<file path="config.mk">
export PLATFORM = sky130hd
export DESIGN_NAME = regfile_2r1w
export DESIGN_NICKNAME = d
export VERILOG_FILES = /design/src/rtl/regfile_2r1w.sv
export SDC_FILE = /design/constraint.sdc
export NUM_CORES = 2
export LEC_CHECK = 0
export ABC_CLOCK_PERIOD_IN_PS = 7210
export BUFFER_PORTS_ARGS = -buffer_cell sky130_fd_sc_hd__clkbuf_2
export CAP_MARGIN = 20
export CORE_ASPECT_RATIO = 0.6
export CORE_MARGIN = 1.5
export CORE_UTILIZATION = 68
export DETAILED_ROUTE_END_ITERATION = 12
export GPL_TIMING_DRIVEN = 1
export PLACE_DENSITY_LB_ADDON = 0.3
export SYNTH_ARGS = -nofsm -noshare
export SYNTH_HDL_FRONTEND = slang
export SYNTH_SLANG_ARGS = --single-unit
</file>
<file path="constraint.sdc">
create_clock -name clk -period 7.21 [get_ports clk]
set_input_delay 1.442 -clock clk [delete_from_list [all_inputs] [get_ports clk]]
set_output_delay 1.442 -clock clk [all_outputs]
set_load 0.02 [all_outputs]
</file>
<file path="src/rtl/regfile_2r1w.sv">
// regfile_2r1w: DEPTH x WIDTH register file, one synchronous write port and
// two combinational read ports (MIPS integer register file).
// Optional build macro: REGFILE_WRBYPASS_EN -- when defined, a read of the
// address being written in the same cycle returns wdata (write-through);
// when undefined, reads always return stored contents.
// Register 0 reads as zero and ignores writes when ZERO_REG is 1.

module regfile_2r1w #(
    parameter int WIDTH    = 32,
    parameter int ADDR_W   = 5,
    parameter int ZERO_REG = 1
) (
    input  logic              clk,
    input  logic              reset,
    input  logic              we,
    input  logic [ADDR_W-1:0] waddr,
    input  logic [WIDTH-1:0]  wdata,
    input  logic [ADDR_W-1:0] raddr1,
    output logic [WIDTH-1:0]  rdata1,
    input  logic [ADDR_W-1:0] raddr2,
    output logic [WIDTH-1:0]  rdata2
);

    localparam int DEPTH = 2 ** ADDR_W;
    localparam bit ZERO_EN = (ZERO_REG != 32'sd0);

    // Current contents of every register as seen by the read muxes.
    logic [WIDTH-1:0] mem_s [DEPTH];
    logic [WIDTH-1:0] rd1_s;
    logic [WIDTH-1:0] rd2_s;

    // Select the value a read port returns: bypassed write data when the
    // write-through option is built in and the addresses match, otherwise
    // the stored value. Register 0 never bypasses when it is hardwired.
    function automatic logic [WIDTH-1:0] read_sel(
        input logic [ADDR_W-1:0] ra,
        input logic [WIDTH-1:0]  stored,
        input logic              wr_en,
        input logic              rst,
        input logic [ADDR_W-1:0] wa,
        input logic [WIDTH-1:0]  wd
    );
        logic [WIDTH-1:0] result;
        logic             is_zero_reg;
        is_zero_reg = ZERO_EN && (ra == {ADDR_W{1'b0}});
`ifdef REGFILE_WRBYPASS_EN
        if (is_zero_reg) begin
            result = {WIDTH{1'b0}};
        end else if (wr_en && !rst && (ra == wa)) begin
            result = wd;
        end else begin
            result = stored;
        end
`else
        if (is_zero_reg) begin
            result = {WIDTH{1'b0}};
        end else begin
            result = stored;
        end
        // Write-port inputs only matter for the bypass build.
        if (wr_en && !rst && (wa == ra) && (wd == stored)) begin
            result = result;
        end else begin
            result = result;
        end
`endif
        return result;
    endfunction

    genvar gi;
    generate
        for (gi = 0; gi < DEPTH; gi++) begin : g_reg
            if (ZERO_EN && (gi == 0)) begin : g_zero
                // Hardwired zero register: no storage needed.
                assign mem_s[gi] = {WIDTH{1'b0}};
            end else begin : g_store
                logic             wr_sel_s;
                logic [WIDTH-1:0] reg_r;

                // Per-register write enable; an X on we leaves unselected
                // registers alone because the address compare is 0 there.
                assign wr_sel_s = (waddr == ADDR_W'(gi)) && we;

                // Register storage: synchronous clear wins over a write.
                always_ff @(posedge clk) begin
                    if (reset) begin
                        reg_r <= {WIDTH{1'b0}};
                    end else if (wr_sel_s) begin
                        reg_r <= wdata;
                    end else begin
                        reg_r <= reg_r;
                    end
                end

                assign mem_s[gi] = reg_r;
            end
        end
    endgenerate

    // Read port 1: combinational lookup, zero-cycle latency.
    always_comb begin
        rd1_s = {WIDTH{1'b0}};
        rd1_s = read_sel(raddr1, mem_s[raddr1], we, reset, waddr, wdata);
    end

    // Read port 2: identical, independent lookup.
    always_comb begin
        rd2_s = {WIDTH{1'b0}};
        rd2_s = read_sel(raddr2, mem_s[raddr2], we, reset, waddr, wdata);
    end

    assign rdata1 = rd1_s;
    assign rdata2 = rd2_s;

endmodule

</file>
Yosys cells after proc, flatten, opt, wreduce, memory -nomap -nowiden
Index checks and enable logic that the tools add are counted.
{"block": "classes", "n_lt_le_gt_ge": 2, "eq_ne": 31, "mux": 8, "bitwise": 2, "reduce_logical": 33}
{"op": "binary-select mux 32 bit (select 5 bit)", "n": 2}
{"op": "2-to-1 mux 32 bit", "n": 6}
{"op": "equality test 5 bit, second input constant", "n": 16}
{"op": "equality test 5 x 4 -> 1 bit, second input constant", "n": 8}
{"op": "logical AND 1 bit", "n": 31}
{"op": "equality test 5 x 3 -> 1 bit, second input constant", "n": 4}
{"op": ">= comparator 6 bit, second input constant", "n": 2}
{"op": "inverter 5 -> 6 bit", "n": 2}
{"op": "equality test 5 x 2 -> 1 bit, second input constant", "n": 2}
{"op": "zero test 5 bit", "n": 2}
{"op": "equality test 5 x 1 -> 1 bit, second input constant", "n": 1}
{"block": "totals", "ff_bits": 992, "out_inout_bits": 64, "wordCells": 107}

Depth between registers and ports, before layout
{"block": "logic_depth", "ltp_word": 5, "mapped_depth": 9, "ltp_nobuf": 5}

Worst setup path after synthesis
Ideal clock, no wire load.
{"block": "synth_timing", "path_type": "input to output", "from": "input port raddr2[0]", "to": "output port rdata2[18]", "arrival_ns": 3.183, "path_slack_ns": 2.585, "path_stages": 8, "n_path_buf": 3, "path_cell_list": "clkbuf_1 clkbuf_1 buf_2 mux4_2 mux2i_1 nor2_1 a21oi_1 o221ai_1"}
{"block": "synth_between", "elab_chain_len": 5, "word_cells_on_any_way": 6, "cone_classes": "mux (4); bitwise (1); reduce/logical (1)"}
{"element": "start, declared", "line": "20", "text": "input logic [ADDR_W-1:0] raddr2,"}
{"element": "inverter 5 -> 6 bit (not written as such)", "line": "109", "text": "rd2_s = read_sel(raddr2, mem_s[raddr2], we, reset, waddr, wdata);"}
{"element": "binary-select mux 32 bit (select 5 bit)", "line": "109"}
{"element": "2-to-1 mux 32 bit (not written as such) (2 in series)", "line": "109"}
{"element": "2-to-1 mux 32 bit (*)", "line": "55", "text": "if (is_zero_reg) begin"}
{"element": "end, declared", "line": "21", "text": "output logic [WIDTH-1:0] rdata2"}
Every way passes the cells marked *; elsewhere a longest branch is shown, timed or not. The select of a mux whose other input is x is not followed.

Final worst setup path
{"block": "layout_timing", "from": "input port raddr1[0]", "to": "output port rdata1[14]"}
{"block": "layout_between", "elab_chain_len": 5, "word_cells_on_any_way": 6, "cone_classes": "mux (4); bitwise (1); reduce/logical (1)"}
{"element": "start, declared", "line": "18", "text": "input logic [ADDR_W-1:0] raddr1,"}
{"element": "inverter 5 -> 6 bit (not written as such)", "line": "103", "text": "rd1_s = read_sel(raddr1, mem_s[raddr1], we, reset, waddr, wdata);"}
{"element": "binary-select mux 32 bit (select 5 bit)", "line": "103"}
{"element": "2-to-1 mux 32 bit (not written as such) (2 in series)", "line": "103"}
{"element": "2-to-1 mux 32 bit (*)", "line": "55"}
{"element": "end, declared", "line": "19", "text": "output logic [WIDTH-1:0] rdata1,"}
Marks and branches as above.

==> impl_metrics.env <==
export IMPL_yosysWarningCount=0
export IMPL_die_y_um=213
export IMPL_setup_viol=0
export IMPL_cts_buffers=88
export IMPL_slew_viol_final=0
export IMPL_io_pins=114
export IMPL_worstMarginPinSlew_ns=1.31
export IMPL_numClockSinks=992
export IMPL_syn2layout_area_growth_pct=7.18
export IMPL_hpwl_um=105000
export IMPL_ant_nets=0
export IMPL_ir_drop_v=0.000200
export IMPL_drive_gt1_share_pct=16.7
export IMPL_finalCritPeriodShare_pct=85.1
export IMPL_crit_path_start_kind="primary input"
export IMPL_cts_tree="yes"
export IMPL_rsz0062_at_grt="no"
export IMPL_endpoint_kind="primary output"
export IMPL_p_total_uw=11400
export IMPL_avgSynthCellArea_um2=8.63
export IMPL_cp_arrival_ns=4.69
export IMPL_multi_input_area_um2=28100
export IMPL_start_util_pct=69.4
export IMPL_n_fill_cell=5111
export IMPL_grt_overflow_total=0
export IMPL_die_area_um2=75500
export IMPL_grt_pass1_vias=44700
export IMPL_ff_latch_area_um2=19900
export IMPL_vias=47000
export IMPL_grt_usage_pct=46.8
export IMPL_path_clk_slew_ns=0.06
export IMPL_first_pass_iters=11
export IMPL_synth_edf_count=0
export IMPL_nNetsFinal=5572
export IMPL_drc=0
export IMPL_largest_register="g.g_store.reg_r"
export IMPL_r2r_cells=2
export IMPL_critPathMaxFanout=43
export IMPL_max_slew_margin_pct=12.6
export IMPL_clk_latency_ns=0.68
export IMPL_hold_depth=2
export IMPL_yosys_register_bits=992
export IMPL_wl_per_cell_um=27.4
export IMPL_synth_area_um2=50200
export IMPL_period_needed_ns=6.13
export IMPL_htreeDepth=3
export IMPL_num_rows=76
export IMPL_worstPathRequired_ns=5.77
export IMPL_die_w_um=354
export IMPL_final_cell_mix="2072 x nand2_1, 1055 x a21oi_1, 992 x dfxtp_1"
export IMPL_place_ws_ns=1.39
export IMPL_routed_via_density=7.16
export IMPL_hold_class="reg2reg"
export IMPL_cap_violations=0
export IMPL_drt_iter0_drc=8669
export IMPL_power_density_nw_per_um2=212
export IMPL_ys_async_sr_fraction_pct=0
export IMPL_grt_max_degree=245
export IMPL_grt_pass1_wl_um=267000
export IMPL_critPathKind="in2out"
export IMPL_status="complete, no violations"
export IMPL_ctsResizeCount=0
export IMPL_gp_congestion=1.00
export IMPL_p_leak_uw=0.0174
export IMPL_largest_reg_flops=992
export IMPL_post_cts_buffers=0
export IMPL_yosys_cell_types_count=35
export IMPL_fmax_mhz=163
export IMPL_yosysSeqAreaShare_pct=39.6
export IMPL_hold_buffers=0
export IMPL_wirelength_um=180000
export IMPL_setup_ws_ns=1.08
export IMPL_hold_violations=0
export IMPL_cts_buffer_depth=3
export IMPL_core_region_area_um2=72400
export IMPL_synth_ff_type="dfxtp_1"
export IMPL_setup_tns_final_ns=0
export IMPL_portBuffers=113
export IMPL_antenna_found_initial=4
export IMPL_largestRegisters="g.g_store.reg_r (992)"
export IMPL_worst_clock_skew_ns=0
export IMPL_cts_root_buffer="clkbuf_16"
export IMPL_syn_nets=5865
export IMPL_final_common_cell="nand2_1"
export IMPL_syn_instance_count=5815
## report_power, final
part / switching (uW) / total [uW] / internal, uW
clock: 2200 / 4910 / 2710
sequential: 31.7 / 5550 / 5520
combinational: 699 / 972 / 273
total: 2930 / 11400 / 8500
## per-stage QoR
| stage | hold slack, ns | instances | cell area [um^2] | utilization (%) |
|---|---|---|---|---|
| after detailed placement | 0.456 | 6400 | 50800 | 70.2 |
| final | 0.467 | 6565 | 53800 | 74.4 |
| after global routing | 0.477 | 6564 | 53800 | 74.4 |
| after CTS | 0.465 | 6557 | 53700 | 74.2 |
| after floorplan | 0.443 | 5815 | 50200 | - |
| after global placement | 0.449 | 6400 | 50800 | 70.2 |
## layer usage
layer  track usage, %  wire [um]  part of all wire (%)  vias up
met2             66.2      73800                    41     4427
li1                 -          -                     -    19600
met3             16.7      31200                    17      967
met4             32.1      14200                   7.9        6
met1             60.3      60700                    34    22000
met5            0.813        108                 0.060        -
## cell type report
cell class	count	share of cell area, %
multi-input cells	4209	52.3
flip-flops and latches	992	36.9
clock buffers	130	4.83
repair buffers	214	3.06
well taps	975	2.27
clock inverters	27	0.539
inverters	17	0.119
diodes	1	0.00465
## kinds of logic (layout without fill, tap and decap cells)
family                 count (synthesis)  count (layout)  share of synthesized area [%]
AOI/OAI and AO/OA                   1280            1280                           13.7
buffers and inverters                614             388                           4.93
DFF                                  992             992                           39.6
muxes                                672             672                           24.4
other                                  0               1                              0
and+or+nand+nor                     2257            2257                           17.4
## critical path, cell delays in order
cell and delay, ns:
buf_8 0.45, nor2b_4 0.89, a221oi_1 0.22, nor3_1 0.28
a31oi_1 0.07, o21ai_0 0.93, clkbuf_2 0.33
## worst paths after layout
path                                                start                                 endpoint  slack (ns)
setup / recovery                                raddr1[0]                               rdata1[14]        1.08
hold / removal    g_reg[3].g_store.reg_r[23]$_SDFFE_PP0P_  g_reg[3].g_store.reg_r[23]$_SDFFE_PP0P_        0.47
setup reg to reg  g_reg[5].g_store.reg_r[23]$_SDFFE_PP0P_  g_reg[5].g_store.reg_r[23]$_SDFFE_PP0P_        6.40
hold reg to reg   g_reg[3].g_store.reg_r[23]$_SDFFE_PP0P_  g_reg[3].g_store.reg_r[23]$_SDFFE_PP0P_        0.47
## cells in the mapped netlist, types with 4 or more instances
| cell | number | area [um^2] |
|---|---|---|
| nand2_1 | 2084 | 7820 |
| a21oi_1 | 1055 | 5280 |
| dfxtp_1 | 992 | 19900 |
| clkbuf_1 | 479 | 1800 |
| mux4_2 | 433 | 9750 |
| mux2i_1 | 144 | 1440 |
| mux2_2 | 95 | 1070 |
| buf_2 | 89 | 445 |
| nor2_1 | 54 | 203 |
| o21ai_0 | 49 | 245 |
| nor2b_1 | 47 | 294 |
| nor3_1 | 40 | 200 |
| a22oi_1 | 32 | 240 |
| o221ai_1 | 32 | 280 |
| a221oi_1 | 31 | 272 |
| o22ai_1 | 31 | 194 |
| a31oi_1 | 17 | 106 |
| buf_1 | 17 | 63.8 |
| inv_1 | 17 | 63.8 |
| a211oi_1 | 15 | 113 |
| o211ai_1 | 15 | 113 |
| nand2b_1 | 11 | 68.8 |
| buf_4 | 8 | 60.1 |
| nor4_1 | 6 | 37.5 |
| buf_6 | 4 | 45.0 |
| or2_2 | 4 | 25.0 |
Note: power is estimated with default switching activity, not from simulation.
